## config.mk

```make
export PLATFORM = sky130hd
export DESIGN_NAME = chunk_draw_scheduler
export DESIGN_NICKNAME = d
export VERILOG_FILES = /design/src/rtl/chunk_draw_scheduler.sv
export SDC_FILE = /design/constraint.sdc
export NUM_CORES = 1
export LEC_CHECK = 0
export BUFFER_PORTS_ARGS = -buffer_cell sky130_fd_sc_hd__buf_4
export CAP_MARGIN = 30
export CORE_AREA = 5 5 97 99
export DETAILED_ROUTE_END_ITERATION = 6
export DIE_AREA = 0 0 102 104
export PLACE_DENSITY = 0.74
export SLEW_MARGIN = 20
export SYNTH_ARGS = -nofsm -noshare
export SYNTH_HDL_FRONTEND = slang
export SYNTH_SLANG_ARGS = --single-unit
```

## constraint.sdc

```tcl
create_clock -name i_clk -period 3.5 [get_ports i_clk]
set_clock_uncertainty 0.1 [all_clocks]
set_input_delay 0.525 -clock i_clk [delete_from_list [all_inputs] [get_ports i_clk]]
set_output_delay 0.525 -clock i_clk [all_outputs]
set_load 0.1 [all_outputs]
```

## src/rtl/chunk_draw_scheduler.sv

```systemverilog
// chunk_draw_scheduler
// Demand-driven sequencer for the 16-pixel chunk drawer on a 40x30-chunk frame.
// Single-chunk redraw requests are queued in a small FIFO. Full-screen refresh
// sweeps take priority over queued requests. Each chunk is issued with a
// one-cycle draw_start, and the next chunk waits for the drawer's draw_done.
// Optional feature: define CHUNK_SCHED_DEDUP_EN to drop an in-range request
// that repeats the most recently enqueued entry still held in the FIFO.
module chunk_draw_scheduler #(
    parameter int X_CHUNKS   = 40,
    parameter int Y_CHUNKS   = 30,
    parameter int FIFO_DEPTH = 8
) (
    input  logic       i_clk,
    input  logic       i_reset,
    input  logic       i_req_valid,
    input  logic [5:0] i_req_x_chunk,
    input  logic [4:0] i_req_y_chunk,
    output logic       o_req_ready,
    input  logic       i_refresh_start,
    output logic       o_draw_start,
    output logic [5:0] o_draw_x_chunk,
    output logic [4:0] o_draw_y_chunk,
    input  logic       i_draw_done,
    output logic       o_busy,
    output logic       o_sweep_active,
    output logic       o_bad_req
);

    localparam int PTR_W = (FIFO_DEPTH > 1) ? $clog2(FIFO_DEPTH) : 1;
    localparam int CNT_W = PTR_W + 1;

    localparam logic [6:0]       X_LIM  = 7'(X_CHUNKS);
    localparam logic [5:0]       Y_LIM  = 6'(Y_CHUNKS);
    localparam logic [5:0]       X_LAST = 6'(X_CHUNKS - 1);
    localparam logic [4:0]       Y_LAST = 5'(Y_CHUNKS - 1);
    localparam logic [CNT_W-1:0] FULL_CNT = CNT_W'(FIFO_DEPTH);

    typedef enum logic [1:0] {
        S_IDLE  = 2'd0,
        S_ISSUE = 2'd1,
        S_WAIT  = 2'd2
    } state_t;

    state_t           r_state;
    state_t           w_state_next;

    logic [10:0]      r_mem [FIFO_DEPTH];
    logic [PTR_W-1:0] r_wr_ptr;
    logic [PTR_W-1:0] r_rd_ptr;
    logic [CNT_W-1:0] r_count;

    logic [5:0]       r_draw_x;
    logic [4:0]       r_draw_y;
    logic             r_sweep_active;
    logic             r_sweep_pending;
    logic             r_bad_req;

    logic             w_full;
    logic             w_empty;
    logic             w_accept;
    logic             w_in_range;
    logic             w_dup;
    logic             w_push;
    logic             w_pop;
    logic             w_take_sweep;
    logic             w_draw_start;
    logic             w_sweep_next;
    logic [5:0]       w_x_next;
    logic [4:0]       w_y_next;
    logic [10:0]      w_head;

    // Request admission: fullness is judged on start-of-cycle occupancy only.
    assign w_full     = (r_count == FULL_CNT);
    assign w_empty    = (r_count == '0);
    assign w_accept   = i_req_valid & ~w_full;
    assign w_in_range = ({1'b0, i_req_x_chunk} < X_LIM) && ({1'b0, i_req_y_chunk} < Y_LIM);
    assign w_head     = r_mem[r_rd_ptr];

`ifdef CHUNK_SCHED_DEDUP_EN
    // Suppress a repeat of the newest queued entry (it is still waiting to be drawn).
    assign w_dup = ~w_empty && (r_mem[r_wr_ptr - 1'b1] == {i_req_x_chunk, i_req_y_chunk});
`else
    assign w_dup = 1'b0;
`endif

    assign w_push = w_accept & w_in_range & ~w_dup;

    // FIFO storage: contents are don't-care while the count says empty.
    always_ff @(posedge i_clk) begin
        if (w_push) begin
            r_mem[r_wr_ptr] <= {i_req_x_chunk, i_req_y_chunk};
        end
    end

    // FIFO pointers and occupancy; simultaneous push and pop leaves the count unchanged.
    always_ff @(posedge i_clk or posedge i_reset) begin
        if (i_reset) begin
            r_wr_ptr <= '0;
            r_rd_ptr <= '0;
            r_count  <= '0;
        end else begin
            if (w_push) r_wr_ptr <= r_wr_ptr + 1'b1;
            if (w_pop)  r_rd_ptr <= r_rd_ptr + 1'b1;
            case ({w_push, w_pop})
                2'b10:   r_count <= r_count + 1'b1;
                2'b01:   r_count <= r_count - 1'b1;
                default: r_count <= r_count;
            endcase
        end
    end

    // Next-state, coordinate and sweep decisions for the IDLE/ISSUE/WAIT sequencer.
    always_comb begin
        w_state_next = r_state;
        w_x_next     = r_draw_x;
        w_y_next     = r_draw_y;
        w_pop        = 1'b0;
        w_take_sweep = 1'b0;
        w_sweep_next = r_sweep_active;
        w_draw_start = 1'b0;
        case (r_state)
            S_IDLE: begin
                if (r_sweep_pending) begin
                    w_take_sweep = 1'b1;
                    w_sweep_next = 1'b1;
                    w_x_next     = '0;
                    w_y_next     = '0;
                    w_state_next = S_ISSUE;
                end else if (!w_empty) begin
                    w_pop        = 1'b1;
                    w_x_next     = w_head[10:5];
                    w_y_next     = w_head[4:0];
                    w_state_next = S_ISSUE;
                end
            end
            S_ISSUE: begin
                w_draw_start = 1'b1;
                w_state_next = S_WAIT;
            end
            S_WAIT: begin
                if (i_draw_done) begin
                    if (r_sweep_active) begin
                        if (r_draw_x == X_LAST && r_draw_y == Y_LAST) begin
                            w_sweep_next = 1'b0;
                            w_state_next = S_IDLE;
                        end else if (r_draw_x == X_LAST) begin
                            w_x_next     = '0;
                            w_y_next     = r_draw_y + 1'b1;
                            w_state_next = S_ISSUE;
                        end else begin
                            w_x_next     = r_draw_x + 1'b1;
                            w_state_next = S_ISSUE;
                        end
                    end else begin
                        w_state_next = S_IDLE;
                    end
                end
            end
            default: begin
                w_state_next = S_IDLE;
            end
        endcase
    end

    // Sequencer state, coordinates, sweep flags and the bad-request pulse.
    always_ff @(posedge i_clk or posedge i_reset) begin
        if (i_reset) begin
            r_state         <= S_IDLE;
            r_draw_x        <= '0;
            r_draw_y        <= '0;
            r_sweep_active  <= 1'b0;
            r_sweep_pending <= 1'b0;
            r_bad_req       <= 1'b0;
        end else begin
            r_state        <= w_state_next;
            r_draw_x       <= w_x_next;
            r_draw_y       <= w_y_next;
            r_sweep_active <= w_sweep_next;
            r_bad_req      <= w_accept & ~w_in_range;
            // A new refresh pulse wins over consumption so it is never lost.
            if (i_refresh_start)   r_sweep_pending <= 1'b1;
            else if (w_take_sweep) r_sweep_pending <= 1'b0;
        end
    end

    assign o_req_ready    = ~w_full;
    assign o_draw_start   = w_draw_start;
    assign o_draw_x_chunk = r_draw_x;
    assign o_draw_y_chunk = r_draw_y;
    assign o_busy         = (r_state != S_IDLE);
    assign o_sweep_active = r_sweep_active;
    assign o_bad_req      = r_bad_req;

endmodule

```

After elaboration in Yosys (flattened, before gate mapping)
Memories as Yosys holds them, arrays and structs flattened.
Cells that the tools add are included.
{"block": "op_classes", "n_addsub": 6, "multipliers": 0, "div_mod_pow": 0, "magnitude_cmp": 2, "n_eq_ne": 13, "n_shift": 0, "muxes": 36, "bitwise": 5, "n_reduce_logical": 12}
{"operator": "6-bit two-way mux", "n": 6}
{"operator": "5-bit two-way mux", "n": 6}
{"operator": "1-bit two-way mux", "n": 15}
{"operator": "6-bit one-hot mux with 2 select lines", "n": 1}
{"operator": "2-bit inequality test (second input constant)", "n": 5}
{"operator": "5-bit one-hot mux with 2 select lines", "n": 1}
{"operator": "2-bit two-way mux", "n": 4}
{"operator": "4-bit one-hot mux with 2 select lines", "n": 1}
{"operator": "2-bit nonzero test", "n": 4}
{"operator": "3-bit by 1-bit adder with 3-bit output (second input constant)", "n": 2}
{"operator": "6-bit by 1-bit adder with 6-bit output (second input constant)", "n": 1}
{"operator": "6-bit equality test (second input constant)", "n": 1}
{"operator": "6-bit less-than comparator (second input constant)", "n": 1}
{"operator": "2-bit one-hot mux with 3 select lines", "n": 1}
{"operator": "6-bit AND reduction", "n": 1}
{"operator": "5-bit by 1-bit adder with 5-bit output (second input constant)", "n": 1}
{"operator": "5-bit equality test (second input constant)", "n": 1}
{"operator": "5-bit less-than comparator (second input constant)", "n": 1}
{"operator": "5-bit AND reduction", "n": 1}
{"operator": "4-bit by 1-bit adder with 4-bit output (second input constant)", "n": 1}
{"operator": "2-bit by 1-bit equality test with 1-bit output (second input constant)", "n": 2}
{"operator": "2-bit equality test (second input constant)", "n": 2}
{"operator": "4-bit equality test (second input constant)", "n": 1}
{"operator": "4-bit zero test", "n": 1}
{"operator": "9 further kinds", "n": 13}
{"block": "word_totals", "ff_bits": 26, "latch_bits": 0, "mem_bits_rw": 88, "rom_bits": 0, "output_inout_bits": 16, "mem_count": 1}
{"memory": "r_mem", "words": 8, "word_bits": 11, "read_ports": 1, "rd_clocked_by_memory_dff": 0, "write_ports": 1, "line": "47", "rtl": "logic [10:0] r_mem [FIFO_DEPTH];"}

Longest topological paths before layout
{"block": "depth", "word_depth": 6, "ltp_mapped": 12}

Worst setup path before layout
OpenSTA, ideal clock, no wires.
{"block": "synth_timing", "path_kind": "register to register", "startpoint": "register r_count[1]", "endpoint": "memory r_mem[0][0], enable pin", "setup_ps": 393, "arrival_ps": 2747, "required_time_ps": 3007, "path_slack_ps": 260, "path_stages_with_launch": 8, "n_path_buf": 1, "path_cell_list": "dfrtp_1 -> buf_2 -> or4b_1 -> nand2_1 -> nor2_2 -> inv_2 -> or2_2 -> nor3_1"}
{"block": "synth_via", "elab_chain_len": 6}
{"item": "start: declaration", "line": "50", "rtl": "logic [CNT_W-1:0] r_count;"}
{"item": "start signal: assignment", "line": "105", "rtl": "2'b10: r_count <= r_count + 1'b1;"}
{"item": "start signal: assignment", "line": "106", "rtl": "2'b01: r_count <= r_count - 1'b1;"}
{"item": "start signal: assignment", "line": "107", "rtl": "default: r_count <= r_count;"}
{"item": "4-bit equality test", "line": "73", "rtl": "assign w_full = (r_count == FULL_CNT);"}
{"item": "1-bit inverter"}
{"item": "net o_req_ready", "line": "18", "rtl": "output logic o_req_ready,"}
{"item": "1-bit bitwise AND", "line": "75", "rtl": "assign w_accept = i_req_valid & ~w_full;"}
{"item": "1-bit bitwise AND", "line": "86", "rtl": "assign w_push = w_accept & w_in_range & ~w_dup;"}
{"item": "1-bit two-way mux", "line": "90", "rtl": "if (w_push) begin"}
{"item": "1-bit two-way mux (not written as such)", "line": "91", "rtl": "r_mem[r_wr_ptr] <= {i_req_x_chunk, i_req_y_chunk};"}
{"item": "end: declaration", "line": "47"}
The timed path passes the listed nets, and every way through them passes these cells.

Worst setup path after layout
{"block": "layout_timing", "startpoint": "register r_count[0]", "endpoint": "register r_count[3]"}
{"block": "layout_via", "elab_chain_len": 6}
{"item": "4-bit zero test / 4-bit equality test (equally long branches)", "line": "74, 73"}
{"item": "1-bit two-way mux / 1-bit inverter (equally long branches)", "line": "129, 75"}
{"item": "1-bit two-way mux / 1-bit bitwise AND (equally long branches)", "line": "123, 75"}
{"item": "1-bit two-way mux / 1-bit bitwise AND (equally long branches)", "line": "121, 86"}
{"item": "2-bit by 1-bit equality test with 1-bit output / 2-bit equality test (equally long branches)", "line": "104", "rtl": "case ({w_push, w_pop})"}
{"item": "4-bit one-hot mux with 2 select lines / 2-bit nonzero test (equally long branches)"}
Parallel ways exist; a longest one is shown, timed or not.
A chain may end at the register's enable or synchronous reset.

==> summary.md <==
| Metric | Value |
|---|---|
| Crit end category | `flip-flop` |
| Critical Path Start | `r_count[0]` |
| Routed WL per cell | `roughly 19 µm` |
| DP HPWL | `between 6000 and 7000 µm` |
| Routability congestion estimate | `0.828` |
| First-pass GRT wire length | `approximately 16000 µm` |
| Mean post-synth cell area | `14.6 µm²` |
| Worst Path Required | `roughly 3.8 ns` |
| Final hold vios | `0` |
| Die X | `102 µm` |
| Io pins | `32` |
| Vias | `slightly below 3000` |
| Via density | `roughly 5.8` |
| Initial Util | `57.8%` |
| Die area | `about 11000 µm²` |
| Commonest non-fill, non-tap cell in the layout | `edfxtp_1` |
| Synth cell types | `50` |
| Relative slew slack | `between 30% and 40%` |
| Synth async-reset ratio | `a little under a quarter` |
| Cell Rows | `34` |
| Max-cap violations | `0` |
| Peak supply drop | `around 0.43 mV` |
| DIE HEIGHT | `around 100 µm` |
| Layout net count | `approximately 410` |
| Setup Crit Path Kind | `flip-flop to flip-flop` |
| Endpoints failing setup | `0` |
| DR pass1 iterations | `4` |
| Placeable Area | `about 8500 µm²` |
| Fraction of layout cells with a size suffix above 1 | `around 24%` |
| Top Layer Used | `met4` |
| Post-synth EDFFs | `just under 90` |
| Minimum clock period | `about 2.6 ns` |
| Clk Latency, worst-skew pair | `around 0.50 ns` |
| CP cell instances | `or4b_1 > nand2_1 > nor2_2 > inv_2 > ha_1 > or3b_1 > o21ai_1 > nand3b_1 > a21oi_1 > xor2_1` |
| Port bufs | `31` |
| Slowest library cell on the worst path | `or4b_1` |
| Placed cell count | `around 480` |
| CTS Root Cell | `clkbuf_8` |
| Largest net degree at the start of global routing | `22` |
| Vias in the first global route | `around 3000` |
| Worst Path Arrival | `slightly below 3 ns` |
| Mapped Nets | `between 300 and 400` |
| Detailed Route WL | `9790 µm` |
| Post_cts resized | `0` |
| Met2 wire len | `5000 µm` |
| Worst-path clk slew | `approximately 0.060 ns` |
| Static leakage | `around 2.2 nW` |
| DRT met1 WL | `4090 µm` |
| Hold_sp | `i_refresh_start` |
| Register bit total from synthesis | `~110` |
| Drt initial violations | `about 150` |
| Antenna-violating nets left | `0` |
| Crit path launch type | `flip-flop` |
| Antenna Cells | `0` |
| Max stage delay on crit path | `0.58 ns` |
| Post-CTS Setup Inserts | `0` |
| Fmax | `0.384 GHz` |
| Final Cycle Share | `between 70 and 80%` |
| RSZ-0062 raised after global routing | `false` |
| Synth Warn # | `0` |
| Most frequent cells in the layout | `edfxtp_1 (88), buf_4 (44), dfrtp_1 (26), mux2i_1 (24), nand2_1 (23)` |
| CTS Buf Count | `17` |
| Post-CTS Hold Buffers | `1` |
| Htree depth | `4` |
| Post-Syn Instances | `~330` |
| Routed wl met3 | `about 540 µm` |
| Synthesis-to-layout area growth | `19.7%` |
| Post-Syn Area | `approximately 5000 µm²` |
| CTS tree | `yes` |
| Sequential share of the synthesized area | `just under 70%` |
| Drc violations | `0` |
| Setup TNS | `0 ns` |
| Tot GR Track Use | `about a fifth` |
| Maximum fanout along the worst path | `6` |
| Worst Hold Class | `primary input to flip-flop` |
| Worst R2R Start | `r_count[0]` |
| Fin cells | `508` |
| Max clock buf depth | `2` |
| Main synth FF type | `edfxtp_1` |
| CTS sink cnt | `114` |
| Antenna violations before repair | `0` |
| GRT overflow | `0` |
| Worst-margin pin slew | `0.957 ns` |
| Run status | `completed` |
| Power per standard cell area | `between 800 and 900 nW/µm²` |
| Pins Over Slew Limit | `0` |
## routing by layer
| layer | vias up | GRT usage, % |
|---|---|---|
| met5 | - | 0 |
| met4 | 0 | 6.94 |
| met3 | 13 | 5.23 |
| met2 | 83 | 31.7 |
| met1 | 1464 | 25.5 |
| li1 | 1385 | - |
## state kept, by name, summed over array words and instances (netlist names)
name             count
r_count              4
r_sweep_pending      1
r_rd_ptr             3
r_state              2
o_sweep_active       1
o_draw_y_chunk       5
r_mem               88
r_wr_ptr             3
o_bad_req            1
o_draw_x_chunk       6
## through the flow
step	hold slack (ns)	instance area, µm²	worst slack [ns]	total power (W)	util (%)
after floorplan	0.374	4890	0.260	0.00330	-
final	0.107	5850	0.897	0.00524	69.2
after detailed placement	0.411	5310	0.818	0.00374	62.8
after global routing	0.100	5850	0.705	0.00549	69.2
after global placement	0.408	5300	0.904	0.00370	62.6
after CTS	0.0875	5850	0.888	0.00527	69.2
## power by group
group / internal [W] / switching (W)
Sequential: 0.00168 / 0.000317
Combinational: 0.000611 / 0.00113
Clock: 0.000931 / 0.000572
Total: 0.00322 / 0.00202
## area by class of cell
type	instances	area, µm²
timing repair buffer	46	355
multi-input combinational	198	1500
inverter	11	41.3
clock buffer	18	418
sequential	114	3290
tap	108	135
fill	565	2610
clock inverter	13	113
## kinds of logic (layout without fill, tap and decap cells)
logic type               Yosys count  count (layout)  synth area share, %
AND/OR/NAND/NOR                   86              86                 9.31
buffers and inverters             22              88                 2.12
XOR/XNOR                           8               8                 1.43
adder cells (fa/ha/maj)            8               8                 2.05
AO/OA/AOI/OAI                     60              60                 8.01
multiplexers                      36              36                 9.75
flip-flops                       114             114                 67.3
## path summary, 6_finish.rpt
check	slack [ns]	cells after the start	end
worst max-delay path	0.90	10	r_count[3]
worst min register to register	0.42	1	r_count[3]
worst min-delay path	0.11	2	r_sweep_pending
min in group asynchronous	0.46	3	r_count[2]
max in group asynchronous	2.37	4	o_draw_y_chunk[3]
worst max register to register	0.90	10	r_count[3]
## synth_stat cells, types with 3 or more instances
master	count	area, µm²
nor2b_1	7	43.8
mux4_2	9	203
a22o_1	4	35.0
nand3_1	11	55.1
mux2i_1	24	240
xnor2_1	4	35.0
inv_1	9	33.8
buf_2	8	40.0
nand3b_1	3	22.5
ha_1	8	100
o21ai_0	5	25.0
nor2_1	16	60.1
o21ai_1	14	70.1
o22ai_1	3	18.8
mux2_2	3	33.8
a21oi_1	8	40.0
dfrtp_1	26	651
a21o_1	3	22.5
nand2_1	23	86.3
nand2b_1	6	37.5
edfxtp_1	88	2640
xor2_1	4	35.0
nor3_1	5	25.0
buf_4	3	22.5
a211oi_1	3	22.5
a31oi_1	6	37.5
## worst max-delay path, delay by kind of cell, from the launching register on
kind / cells / cell delay, ns
AND/OR/NAND/NOR: 5 / 1.25
flip-flops: 1 / 0.44
adder cells (fa/ha/maj): 1 / 0.26
AO/OA/AOI/OAI: 2 / 0.24
XOR/XNOR: 1 / 0.15
buffers and inverters: 1 / 0.08
Note: power is estimated with default switching activity, not from simulation.
